$ cat config.mk
export PLATFORM = sky130hd
export DESIGN_NAME = sd_win_accum
export DESIGN_NICKNAME = d
export VERILOG_FILES = /design/src/rtl/sd_win_accum.sv
export SDC_FILE = /design/constraint.sdc
export NUM_CORES = 1
export LEC_CHECK = 0
export ABC_AREA = 0
export CAP_MARGIN = 20
export CORE_MARGIN = 2
export CORE_UTILIZATION = 40
export DETAILED_ROUTE_END_ITERATION = 6
export DONT_BUFFER_PORTS = 1
export PLACE_DENSITY = 0.53
export SYNTH_ARGS = -nofsm -noshare
export SYNTH_HDL_FRONTEND = slang
export SYNTH_SLANG_ARGS = --single-unit
$ cat constraint.sdc
create_clock -name clk -period 3.21 [get_ports clk]
set_clock_uncertainty 0.2 [all_clocks]
set_input_delay 0.4815 -clock clk [delete_from_list [all_inputs] [get_ports clk]]
set_output_delay 0.4815 -clock clk [all_outputs]
set_load 0.05 [all_outputs]
$ cat src/rtl/sd_win_accum.sv
// Window accumulator: sums WIN serial pixels and counts saturated ones, then holds
// the completed window (s, Nslt, ovf11) until downstream takes it with win_ready.
module sd_win_accum #(
  parameter int PIX_W   = 8,
  parameter int WIN     = 9,
  parameter int SAT_VAL = 255,
  parameter int SUM_W   = 12,
  parameter int CNT_W   = 4
) (
  input  logic             clk,
  input  logic             rst,
  input  logic             flush,
  input  logic [PIX_W-1:0] pix_in,
  input  logic             pix_valid,
  output logic             pix_ready,
  output logic [SUM_W-1:0] s,
  output logic [CNT_W-1:0] Nslt,
  output logic             ovf11,
  output logic             win_valid,
  input  logic             win_ready
);

  // state | meaning
  // ACC   | accumulating pixels of the current window, idx = pixels taken so far
  // HOLD  | window complete, s/Nslt/ovf11 frozen until win_ready
  typedef enum logic {ACC, HOLD} state_t;

  localparam logic [PIX_W-1:0] SAT_PIX  = PIX_W'(SAT_VAL);
  localparam logic [CNT_W-1:0] IDX_LAST = CNT_W'(WIN - 1);
  localparam logic [SUM_W-1:0] OVF_LIM  = SUM_W'(2047);

  state_t state, state_nxt;

  logic [SUM_W-1:0] acc;
  logic [CNT_W-1:0] cnt;
  logic [CNT_W-1:0] idx;

  logic             accept;
  logic             is_sat;
  logic             last;
  logic [SUM_W-1:0] pix_ext;
  logic [CNT_W-1:0] sat_ext;
  logic [SUM_W-1:0] acc_sum;
  logic [CNT_W-1:0] cnt_sum;

  assign pix_ready = (state == ACC) || (state == HOLD && win_ready);
  assign accept    = pix_valid && pix_ready;
  assign is_sat    = (pix_in == SAT_PIX);
  assign last      = (idx == IDX_LAST);
  assign pix_ext   = SUM_W'(pix_in);
  assign sat_ext   = CNT_W'(is_sat);
  assign acc_sum   = acc + pix_ext;
  assign cnt_sum   = cnt + sat_ext;

  always_ff @(posedge clk or posedge rst) begin
    if (rst) state <= ACC;
    else     state <= state_nxt;
  end

  always_comb begin
    state_nxt = state;
    case (state)
      ACC:  if (!flush && accept && last) state_nxt = HOLD;
      HOLD: if (win_ready) state_nxt = ACC;
      default: state_nxt = ACC;
    endcase
  end

  always_ff @(posedge clk or posedge rst) begin
    if (rst) begin
      acc       <= '0;
      cnt       <= '0;
      idx       <= '0;
      s         <= '0;
      Nslt      <= '0;
      ovf11     <= 1'b0;
      win_valid <= 1'b0;
    end else begin
      case (state)
        ACC: begin
          if (flush) begin
            acc <= '0;
            cnt <= '0;
            idx <= '0;
          end else if (accept) begin
            if (last) begin
              s         <= acc_sum;
              Nslt      <= cnt_sum;
              ovf11     <= (acc_sum > OVF_LIM);
              win_valid <= 1'b1;
              acc       <= '0;
              cnt       <= '0;
              idx       <= '0;
            end else begin
              acc <= acc_sum;
              cnt <= cnt_sum;
              idx <= idx + CNT_W'(1);
            end
          end
        end
        HOLD: begin
          // flush is ignored here so the finished window is still delivered
          if (win_ready) begin
            win_valid <= 1'b0;
            if (accept) begin
              acc <= pix_ext;
              cnt <= sat_ext;
              idx <= CNT_W'(1);
            end
          end
        end
        default: ;
      endcase
    end
  end

endmodule

==> impl_summary.log, run 1 <==
INFO  metric design.core.area = 0.00507 mm²
INFO  metric leakagePower = 1.13 nW
INFO  metric timing.critical_path.slowest_stage_cell = fa_1
INFO  metric die_area = 0.00582 mm²
INFO  metric tritoncts = done
INFO  metric drt-vias-per-instance = 5.44
INFO  metric place_hpwl = 3330 µm
INFO  metric setup.worst_path.start_class = flip-flop
INFO  metric drc = 0
INFO  metric detail_route.iter0.violations = 75
INFO  metric syn_avg_cell_area = 9.64 µm²
INFO  metric holdWs = -0.0358 ns
INFO  metric stdcell_count = 293
INFO  metric placement.cell_area = 0.00217 mm²
INFO  metric yosysSeqAreaShare = 0.467
INFO  metric drt.antenna.violating_nets = 0
INFO  metric ys_types = 37
INFO  metric mappedNetlistNets = 243
INFO  metric cts_repair_resize_count = 0
INFO  metric routed_wire_length = 4580 µm
INFO  metric area_delta_synth_final = 8.97%
INFO  metric synth_seq_cells = 39
INFO  metric htree_levels = 2
INFO  metric critical_path_peak_fanout = 4
INFO  metric drive_above_1_share = 0.0852
INFO  metric cp.arrival = 2.47 ns
INFO  metric setup-violations-final = 0
INFO  metric hold_path_class = in2async
INFO  metric max-slew-margin-rel = 0.509
INFO  metric worst-r2r-setup-slack = 0.72 ns
INFO  metric dominantRegCellSynth = dfrtp_1
INFO  metric grt_setup_unrepaired = false
INFO  metric cap_violations = 0
INFO  metric floorplan.io_pins = 32
INFO  metric yosys_synthesis_warning_count = 0
INFO  metric max_slew.worst_pin.slew = 0.733 ns
INFO  metric run_status = finished with violations
INFO  metric synth-edff-count = 0
INFO  metric worstRegToRegCells = 8
INFO  metric grt_util_all_layers = 0.167
INFO  metric synth.top_cells.by_area = dfrtp_1 (47%), ha_1 (7.2%), nand2_1 (6.8%), o21ai_0 (5.0%), xor2_1 (3.3%)
INFO  metric placement.io_buffers = 0
INFO  metric crit-reg2reg-launch = acc[0]$_DFFE_PP0P_
INFO  metric p_per_area = 597 mW/mm²
INFO  metric grt_max_degree = 26
INFO  metric worst_skew_pair.late_latency = 0.30 ns
INFO  metric cp_common_cell = a211oi_2
INFO  metric setup_tns = 0 ns
INFO  metric cts.root.buffer_cell = clkbuf_8
INFO  metric critPathBufInv = 0
INFO  metric finalCriticalPeriod = 2.49 ns
INFO  metric irDropWorstVdd = 250 µV
INFO  metric finalWeightedCongestion = 0.848
INFO  metric grt_overflow = 0
INFO  metric first_global_vias = 1624
INFO  metric numCtsBuffers = 5
INFO  metric worstPathRequired = 3.19 ns
INFO  metric synth-async-reset-ratio = 1.00
INFO  metric die_width = 76.3 µm
INFO  metric rows = 26
INFO  metric worst_setup_path_end_kind = flip-flop
INFO  metric path_cells = ha_1, fa_1, a211oi_2, nor3_2, a211oi_2, nand3b_4, xnor2_1, o21ai_1
INFO  metric cpLargestDelayFamily = compound AO/OA/AOI/OAI gates
INFO  metric initial_standard_cell_utilization_of_the_core = 0.412
INFO  metric violated_checks = negative hold slack
INFO  metric layout_worst_path_cycle_share = 0.777
INFO  metric clock_tree.buffer_depth = 2
INFO  metric synth_cells = 217
INFO  metric cts_sinks = 39
INFO  metric library_cell_occupying_the_most_area_in_the_post_synthesis_netlist = dfrtp_1
INFO  metric timing.rr.end = s[10]$_DFFE_PP0P_
INFO  metric timing_worst_setup_path_type = reg2reg
INFO  metric hold_violation_total_from_the_final_report = 16
INFO  metric wire_per_inst = 15.6 µm
INFO  metric placed_cells_incl_taps = 285
INFO  metric cts.repair_timing.setup_buffer_count = 0
INFO  metric antennaDiodeCount = 0
INFO  metric die_height = 76.3 µm
INFO  metric synth.cell_area = 0.00209 mm²
INFO  metric netlist.area_leader.share = 0.467
INFO  metric grt_pass1_wl = 7820 µm
INFO  metric drt_pre_antenna_iters = 4
INFO  metric cts.clk_slew.worst_paths = 0.08 ns
INFO  metric design_area = 0.00228 mm²
INFO  metric postCtsHoldBufs = 0
INFO  metric drv_slew = 0
INFO  metric final_nets = 248
INFO  metric critical-path-max-stage-delay = 0.43 ns
INFO  metric vias = 1595
INFO  metric grt_antenna_before_repair = 0
INFO  metric achievable-frequency = 0.401 GHz
==> stage by stage <==
| step | setup WS (ns) | power (mW) | hold WS, ns | util |
|---|---|---|---|---|
| 2_1_floorplan | 0.778 | 0.886 | 0.263 | - |
| 3_3_place_gp | 0.662 | 0.952 | 0.285 | 0.427 |
| 3_5_place_dp | 0.619 | 0.957 | 0.284 | 0.427 |
| 4_1_cts | 0.701 | 1.37 | 0.000494 | 0.449 |
| 5_1_grt | 0.537 | 1.46 | 0.0257 | 0.449 |
| 6_report | 0.715 | 1.36 | -0.0358 | 0.449 |
==> layout by cell type (no fill, tap or decap), types with 2 or more instances in the layout <==
cell type / instances
xnor2_1: 5
nor3_1: 2
nand3_1: 4
a21o_1: 6
nand2_1: 38
buf_4: 5
o21a_1: 2
nand4_1: 3
a222oi_1: 4
clkbuf_8: 5
nor2_1: 17
a31oi_1: 3
ha_1: 12
nor3_2: 2
o21ai_1: 3
dfrtp_1: 39
nand2b_1: 3
inv_1: 9
o21ai_0: 21
a211oi_2: 2
a22oi_1: 5
xor2_1: 8
a22o_1: 2
a21oi_1: 8
==> worst max path at each step <==
stage / start / end / slack (ns) / cells after the start
final: acc[0]$_DFFE_PP0P_ / s[10]$_DFFE_PP0P_ / 0.72 / 8
after global routing: acc[0]$_DFFE_PP0P_ / s[10]$_DFFE_PP0P_ / 0.54 / 8
after CTS: acc[0]$_DFFE_PP0P_ / s[10]$_DFFE_PP0P_ / 0.70 / 8
after detailed placement: pix_in[0] / s[10]$_DFFE_PP0P_ / 0.62 / 8
after global placement: pix_in[0] / s[10]$_DFFE_PP0P_ / 0.66 / 8
after floorplan: pix_in[0] / s[10]$_DFFE_PP0P_ / 0.78 / 8
==> power by group <==
part,switching (mW),leakage (nW),internal (mW)
registers,0.0511,0.527,0.539
clock network,0.180,0.0581,0.231
logic,0.203,0.549,0.158
==> kinds of logic after synthesis <==
kind of cell | Yosys count | synth area share
xor gates and xnor gates | 13 | 0.0544
DFF | 39 | 0.467
and+or+nand+nor | 76 | 0.170
buffers and inverters | 16 | 0.0401
adders and majority gates | 13 | 0.0813
AOI/OAI and AO/OA | 60 | 0.187
==> sequential cells by signal, indices dropped and copies added (netlist names) <==
| register | count |
|---|---|
| cnt | 4 |
| acc | 12 |
| ovf11 | 1 |
| idx | 4 |
| win_valid | 1 |
| state | 1 |
| s | 12 |
| Nslt | 4 |
==> area by class of cell <==
cell class | count | area [µm²]
fill | 511 | 2800
multi-input combinational | 162 | 1030
sequential | 39 | 976
tap | 70 | 87.6
clock buffer | 5 | 68.8
clock inverter | 3 | 43.8
timing repair buffer | 5 | 37.5
inverter | 9 | 33.8
==> per-layer routing <==
metal,GRT usage,vias up,part of all wire
li1,-,770,-
met4,0.0745,0,0.020
met1,0.203,776,0.44
met3,0.0403,10,0.052
met5,0,-,0
met2,0.282,39,0.49
==> synth_stat cells, drive strengths merged, types with 2 or more instances <==
cell,instances
clkbuf,4
a21o,6
a21oi,8
nor3,4
o21ai,24
dfrtp,39
buf,3
nand2b,3
o21a,2
inv,9
a22o,2
ha,12
xor2,8
a222oi,4
a22oi,5
nor2,18
a31oi,3
a211oi,3
nand4,3
xnor2,5
nand3,4
nand2,38
(Power assumes the default switching activity.)
==> run 2: changes to the inputs <==
==> constraint.sdc (replaced) <==
create_clock -name clk -period 2.35 [get_ports clk]
set_clock_uncertainty 0.2 [all_clocks]
set_input_delay 0.3525 -clock clk [delete_from_list [all_inputs] [get_ports clk]]
set_output_delay 0.3525 -clock clk [all_outputs]
set_load 0.05 [all_outputs]
==> run 2 against run 1 <==
The run now ends clean. Die area is the same. Critical path type unchanged. Combinational power is 53% higher. Highest routed layer unchanged. Setup slack got worse by 0.60 ns. Critical endpoint is now acc[4]$_DFFE_PP0P_. Register-to-register slack worse by 0.60 ns. Count of clock-buffer cells in the layout is 1 higher. Worst hold slack improved by 0.047 ns. Largest power group unchanged.
==> impl_summary.log, run 2 (synthesis gave the netlist of run 1 again) <==
INFO  metric hold_path_class = in2reg
INFO  metric cts.clk_slew.worst_paths = 0.08 ns (about the same)
INFO  metric finalWeightedCongestion = 0.850 (+0.31%)
INFO  metric timing.critical_path.slowest_stage_cell = dfrtp_1
INFO  metric first_global_vias = 1672 (+3.0%)
INFO  metric rows = 26 (unchanged)
INFO  metric placement.io_buffers = 0 (unchanged)
INFO  metric timing.hold.worst.start = pix_in[5]
INFO  metric leakagePower = 1.18 nW (+4.1%)
INFO  metric totalPowerFinal = 1.94 mW (+43%)
INFO  metric grt_antenna_before_repair = 0 (unchanged)
INFO  metric vias = 1614 (+1.2%)
INFO  metric worstPathRequired = 2.32 ns (-0.87 ns)
INFO  metric cts.root.buffer_cell = clkbuf_8
INFO  metric grt_util_all_layers = 0.170 (+0.00292)
INFO  metric setup-violations-final = 0 (unchanged)
INFO  metric multi_input_comb_area = 0.00105 mm² (+1.7%)
INFO  metric drive_above_1_share = 0.113 (+0.0274)
INFO  metric critPathBufInv = 2 (+2)
INFO  metric grt_max_degree = 26 (unchanged)
INFO  metric area_delta_synth_final = 14.0%
INFO  metric cpLargestDelayFamily = compound AO/OA/AOI/OAI gates
INFO  metric cp.arrival = 2.20 ns (-0.27 ns)
INFO  metric tritoncts = done
INFO  metric fill_cells = 513 (+0.39%)
INFO  metric grt_setup_unrepaired = false
INFO  metric numCtsBuffers = 5 (unchanged)
INFO  metric cts.repair_timing.setup_buffer_count = 0 (unchanged)
INFO  metric crit-reg2reg-launch = acc[0]$_DFFE_PP0P_
INFO  metric grt_overflow = 0 (unchanged)
INFO  metric worstRegToRegCells = 8 (unchanged)
INFO  metric path_cells = ha_1, fa_2, buf_4, a21o_1, a211oi_2, nor2_1, a222oi_1, inv_1
INFO  metric setup_tns = 0 ns (unchanged)
INFO  metric detail_route.iter0.violations = 118 (+57%)
INFO  metric worst_skew_pair.late_latency = 0.29 ns (about the same)
INFO  metric final_nets = 256 (+3.2%)
INFO  metric place_hpwl = 3390 µm (+1.8%)
INFO  metric die_area = 0.00582 mm² (unchanged)
INFO  metric final_common_cell = dfrtp_1
INFO  metric run_status = finished, final reports clean
INFO  metric floorplan.io_pins = 32 (unchanged)
INFO  metric die_width = 76.3 µm (unchanged)
INFO  metric setup.worst_path.start_class = flip-flop
INFO  metric grtUsageMet2 = 0.268 (-0.0142)
INFO  metric cp_num_cells = 8 (unchanged)
INFO  metric timing_worst_setup_path_type = reg2reg
INFO  metric grt_pass1_wl = 7990 µm (+2.1%)
INFO  metric layout_worst_path_cycle_share = 0.950 (+0.173)
INFO  metric critical_path_peak_fanout = 2 (-2)
INFO  metric worst_setup_path_end_kind = flip-flop
INFO  metric max_slew.worst_pin.slew = 0.657 ns (-0.0760 ns)
INFO  metric die_height = 76.3 µm (unchanged)
INFO  metric reg.largest.list = acc x12, s x12
INFO  metric grt_util_met1 = 0.229 (+0.0258)
INFO  metric finalCriticalPeriod = 2.23 ns (-0.262 ns)
INFO  metric drv_slew = 0 (unchanged)
INFO  metric min_path_cells = 2
INFO  metric wire_per_inst = 15.6 µm (-0.40%)
INFO  metric antennaDiodeCount = 0 (unchanged)
INFO  metric initial_standard_cell_utilization_of_the_core = 0.412 (unchanged)
INFO  metric timing.hold.worst_endpoint = acc[5]$_DFFE_PP0P_
INFO  metric cts_sinks = 39 (unchanged)
INFO  metric achievable-frequency = 0.448 GHz (+12%)
INFO  metric clock_tree.buffer_depth = 2 (unchanged)
INFO  metric timing.rr.end = acc[4]$_DFFE_PP0P_
INFO  metric globalRouteMet3Util = 0.0450 (+0.00474)
INFO  metric p_per_area = 814 mW/mm² (+36%)
INFO  metric hold_violation_total_from_the_final_report = 0 (-16)
INFO  metric cap_violations = 0 (unchanged)
INFO  metric worst-r2r-setup-slack = 0.12 ns (-0.60 ns)
INFO  metric irDropWorstVdd = 270 µV (+8.3%)
INFO  metric design.core.area = 0.00507 mm² (unchanged)
INFO  metric routed_wire_length = 4690 µm (+2.3%)
INFO  metric critical-path-max-stage-delay = 0.39 ns (-0.04 ns)
INFO  metric grt_busiest_layer = met2
INFO  metric final_cell_mix = dfrtp_1 (39), nand2_1 (38), o21ai_0 (21)
INFO  metric max-slew-margin-rel = 0.561 (+0.0528)
INFO  metric drt.antenna.violating_nets = 0 (unchanged)
INFO  metric drt-vias-per-instance = 5.36 (-1.5%)
INFO  metric drt_pre_antenna_iters = 4 (unchanged)
INFO  metric drc = 0 (unchanged)
INFO  metric ff_latch_area = 976 µm² (unchanged)
INFO  metric htree_levels = 2 (unchanged)
run 2: cell types whose count changed in the layout (fill, tap and decap cells not counted), sizes merged:
cell         delta
buf             +4
dlygate4sd3     +4
clkbuf          +1
clkinv          -1
run 2: area by class of cell:
class	count	share of cell area
multi-input combinational	162	0.440
sequential	39	0.409
timing repair buffer	13	0.0504
tap	70	0.0367
clock buffer	6	0.0346
clock inverter	2	0.0147
inverter	9	0.0142
run 2: worst max path at each step:
stage | from | endpoint | slack, ns
floorplan | acc[0]$_DFFE_PP0P_ | s[10]$_DFFE_PP0P_ | 0.05
global placement | acc[0]$_DFFE_PP0P_ | s[10]$_DFFE_PP0P_ | 0.05
detailed placement | acc[0]$_DFFE_PP0P_ | s[10]$_DFFE_PP0P_ | 0.03
CTS | acc[0]$_DFFE_PP0P_ | s[10]$_DFFE_PP0P_ | 0.01
global route | acc[0]$_DFFE_PP0P_ | acc[4]$_DFFE_PP0P_ | 0.001
finish | acc[0]$_DFFE_PP0P_ | acc[4]$_DFFE_PP0P_ | 0.12
run 2: layer usage:
layer	up-vias	routed length, µm
met5	-	0
li1	784	-
met4	0	43
met2	39	2250
met3	4	229
met1	787	2170
run 2: power by group:
part	total, mW	internal, mW	switching (mW)
logic	0.551	0.248	0.303
clock network	0.583	0.344	0.240
registers	0.808	0.736	0.0718
total	1.94	1.33	0.614
run 2: through the flow:
step	util	cells	cell area, µm²	worst slack (ns)	hold slack [ns]
floorplan	-	217	2090	0.0468	0.262
global placement	0.435	289	2210	0.0503	0.140
detailed placement	0.435	289	2210	0.0269	0.177
CTS	0.466	301	2370	0.0137	0.00655
global route	0.470	301	2380	0.000994	0.00970
finish	0.470	301	2380	0.118	0.0110
run 2: what timing repair did:
action,CTS,global route
hold endpoints to repair,17,0
resized for setup,0,4
setup endpoints to repair,0,7
hold buffers,4,0
==> run 3: changes to the inputs <==
--- a/config.mk
+++ b/config.mk
@@ -7,7 +7,6 @@
 export LEC_CHECK = 0
 export ABC_AREA = 0
 export CAP_MARGIN = 20
-export CORE_MARGIN = 2
 export CORE_UTILIZATION = 40
 export DETAILED_ROUTE_END_ITERATION = 6
 export DONT_BUFFER_PORTS = 1
==> run 3 against run 2 <==
Utilization is 1.3 points higher. Cell count unchanged. Fmax down 0.69%. Critical path type unchanged. Highest routed layer unchanged.
==> impl_summary.log, run 3 (synthesis gave the netlist of run 1 again) <==
INFO  metric run_status = finished, final reports clean
INFO  metric grt_pass1_wl = 7570 µm (-5.3%)
INFO  metric cp.arrival = 2.21 ns (about the same)
INFO  metric critPathBufInv = 0 (-2)
INFO  metric drt_pre_antenna_iters = 5 (+1)
INFO  metric grt_max_degree = 25 (-3.8%)
INFO  metric achievable-frequency = 0.445 GHz (-0.69%)
INFO  metric htree_levels = 2 (unchanged)
INFO  metric numCtsBuffers = 5 (unchanged)
INFO  metric placed_cells_incl_taps = 288 (-0.35%)
INFO  metric drc = 0 (unchanged)
INFO  metric irDropWorstVdd = 369 µV (+36%)
INFO  metric placement.io_buffers = 0 (unchanged)
INFO  metric critical_path_peak_fanout = 2 (unchanged)
INFO  metric grt_util_all_layers = 0.187 (+0.0167)
INFO  metric clock_tree.buffer_depth = 2 (unchanged)
INFO  metric final_nets = 259 (+1.2%)
INFO  metric worst_skew_pair.late_latency = 0.29 ns (about the same)
INFO  metric wire_per_inst = 15.1 µm (-3.3%)
INFO  metric totalPowerFinal = 1.78 mW (-8.2%)
INFO  metric cts_sinks = 39 (unchanged)
INFO  metric hold_violation_total_from_the_final_report = 0 (unchanged)
INFO  metric rows = 25 (-3.8%)
INFO  metric tritoncts = done
INFO  metric leakagePower = 1.17 nW (-0.76%)
INFO  metric vias = 1626 (+0.74%)
INFO  metric p_per_area = 756 mW/mm² (-7.2%)
INFO  metric initial_standard_cell_utilization_of_the_core = 0.429 (+0.0165)
INFO  metric holdWs = 0.0120 ns (+0.00102 ns)
INFO  metric cts.root.buffer_cell = clkbuf_8
INFO  metric cpLargestDelayFamily = adder cells
INFO  metric design.core.area = 0.00488 mm² (-3.8%)
INFO  metric floorplan.io_pins = 32 (unchanged)
INFO  metric grt_antenna_before_repair = 0 (unchanged)
INFO  metric grt_overflow = 0 (unchanged)
INFO  metric path_cells = ha_1, fa_2, a211oi_2, nor2_2, o21a_1, nor2_1, xor2_1, o21ai_0
INFO  metric max-slew-margin-rel = 0.577 (+0.0152)
INFO  metric antennaDiodeCount = 0 (unchanged)
INFO  metric grt_setup_unrepaired = true
INFO  metric max_slew.worst_pin.slew = 0.634 ns (-0.0228 ns)
INFO  metric first_global_vias = 1605 (-4.0%)
INFO  metric hold_path_class = in2reg
INFO  metric detailroute.wirelength.met2 = 2070 µm (-8.0%)
INFO  metric route.layer.met1.wl = 2050 µm (-5.5%)
INFO  metric drt-vias-per-instance = 5.40 (+0.74%)
INFO  metric cts.clk_slew.worst_paths = 0.07 ns (about the same)
INFO  metric top_layer = met4
INFO  metric setup_tns = 0 ns (unchanged)
INFO  metric finalWeightedCongestion = 0.909 (+6.9%)
INFO  metric die_area = 0.00552 mm² (-5.2%)
INFO  metric worst_setup_path_end_kind = flip-flop
INFO  metric wl_met3 = 317 µm (+38%)
INFO  metric reg.largest.list = acc x12, s x12
INFO  metric routed_wire_length = 4530 µm (-3.3%)
INFO  metric setup.worst_path.start_class = flip-flop
INFO  metric die_width = 74.3 µm (-2.6%)
INFO  metric die_height = 74.3 µm (-2.6%)
INFO  metric worstPathRequired = 2.31 ns (about the same)
INFO  metric drive_above_1_share = 0.107 (-0.00572)
INFO  metric critical-path-max-stage-delay = 0.39 ns (about the same)
INFO  metric finalCriticalPeriod = 2.25 ns (+0.0155 ns)
INFO  metric final_cell_mix = dfrtp_1 (39), nand2_1 (38), o21ai_0 (21)
INFO  metric final_core_utilization = 0.483 (+0.0132)
INFO  metric place_hpwl = 3320 µm (-2.0%)
INFO  metric layout_worst_path_cycle_share = 0.957 (+0.00661)
INFO  metric stdcell_count = 301 (unchanged)
INFO  metric timing_worst_setup_path_type = reg2reg
INFO  metric final_common_cell = dfrtp_1
INFO  metric timing.critical_path.slowest_stage_cell = dfrtp_1
INFO  metric cts.repair_timing.setup_buffer_count = 0 (unchanged)
INFO  metric setup-violations-final = 0 (unchanged)
INFO  metric area_delta_synth_final = 12.7%
INFO  metric detail_route.iter0.violations = 121 (+2.5%)
INFO  metric cap_violations = 0 (unchanged)
INFO  metric drt.antenna.violating_nets = 0 (unchanged)
INFO  metric drv_slew = 0 (unchanged)
-- run 3: worst paths after layout --
check / end / slack, ns / from / cells past startpoint
min in group asynchronous: Nslt[3]$_DFFE_PP0P_ / 0.38 / rst / 2
max in group asynchronous: s[3]$_DFFE_PP0P_ / 1.02 / rst / 3
worst max register to register: acc[6]$_DFFE_PP0P_ / 0.10 / acc[0]$_DFFE_PP0P_ / 8
worst min-delay path: acc[5]$_DFFE_PP0P_ / 0.01 / pix_in[5] / 2
worst min register to register: acc[11]$_DFFE_PP0P_ / 0.30 / acc[11]$_DFFE_PP0P_ / 1
worst max-delay path: acc[6]$_DFFE_PP0P_ / 0.10 / acc[0]$_DFFE_PP0P_ / 8
-- run 3: what timing repair did --
item,CTS,global route
hold endpoints to repair,18,1
hold buffers,4,1
endpoints found under the setup margin,0,7
gates resized for setup,0,2
-- run 3: worst register-to-register path: stages, from the launching register on --
cell      delay, ns
dfrtp_1        0.39
ha_1           0.22
fa_2           0.36
a211oi_2       0.28
nor2_2         0.09
o21a_1         0.18
nor2_1         0.11
xor2_1         0.20
o21ai_0        0.10
-- run 3: cell type report --
type / count / area, µm²
inverter: 9 / 33.8
multi-input combinational: 162 / 1040
clock inverter: 1 / 5.00
tap: 67 / 83.8
timing repair buffer: 16 / 145
clock buffer: 7 / 76.3
fill: 485 / 2520
sequential: 39 / 976
-- run 3: routing by layer --
metal,vias to the layer above,track usage
met1,779,0.232
met4,0,0.0818
met3,11,0.0583
met2,42,0.301
met5,-,0
li1,794,-
-- run 3: through the flow --
step	area, µm²	worst slack, ns
final	2360	0.102
after global routing	2360	-0.0210
after CTS	2340	0.00195
after detailed placement	2220	0.0328
after global placement	2220	0.0130
after floorplan	2090	0.0468
-- run 3: power by group --
| group | total [mW] | leakage, nW | switching, mW | internal, mW |
|---|---|---|---|---|
| Combinational | 0.537 | 0.602 | 0.290 | 0.247 |
| Sequential | 0.808 | 0.527 | 0.0713 | 0.737 |
| Clock | 0.437 | 0.0422 | 0.229 | 0.208 |
| Total | 1.78 | 1.17 | 0.590 | 1.19 |
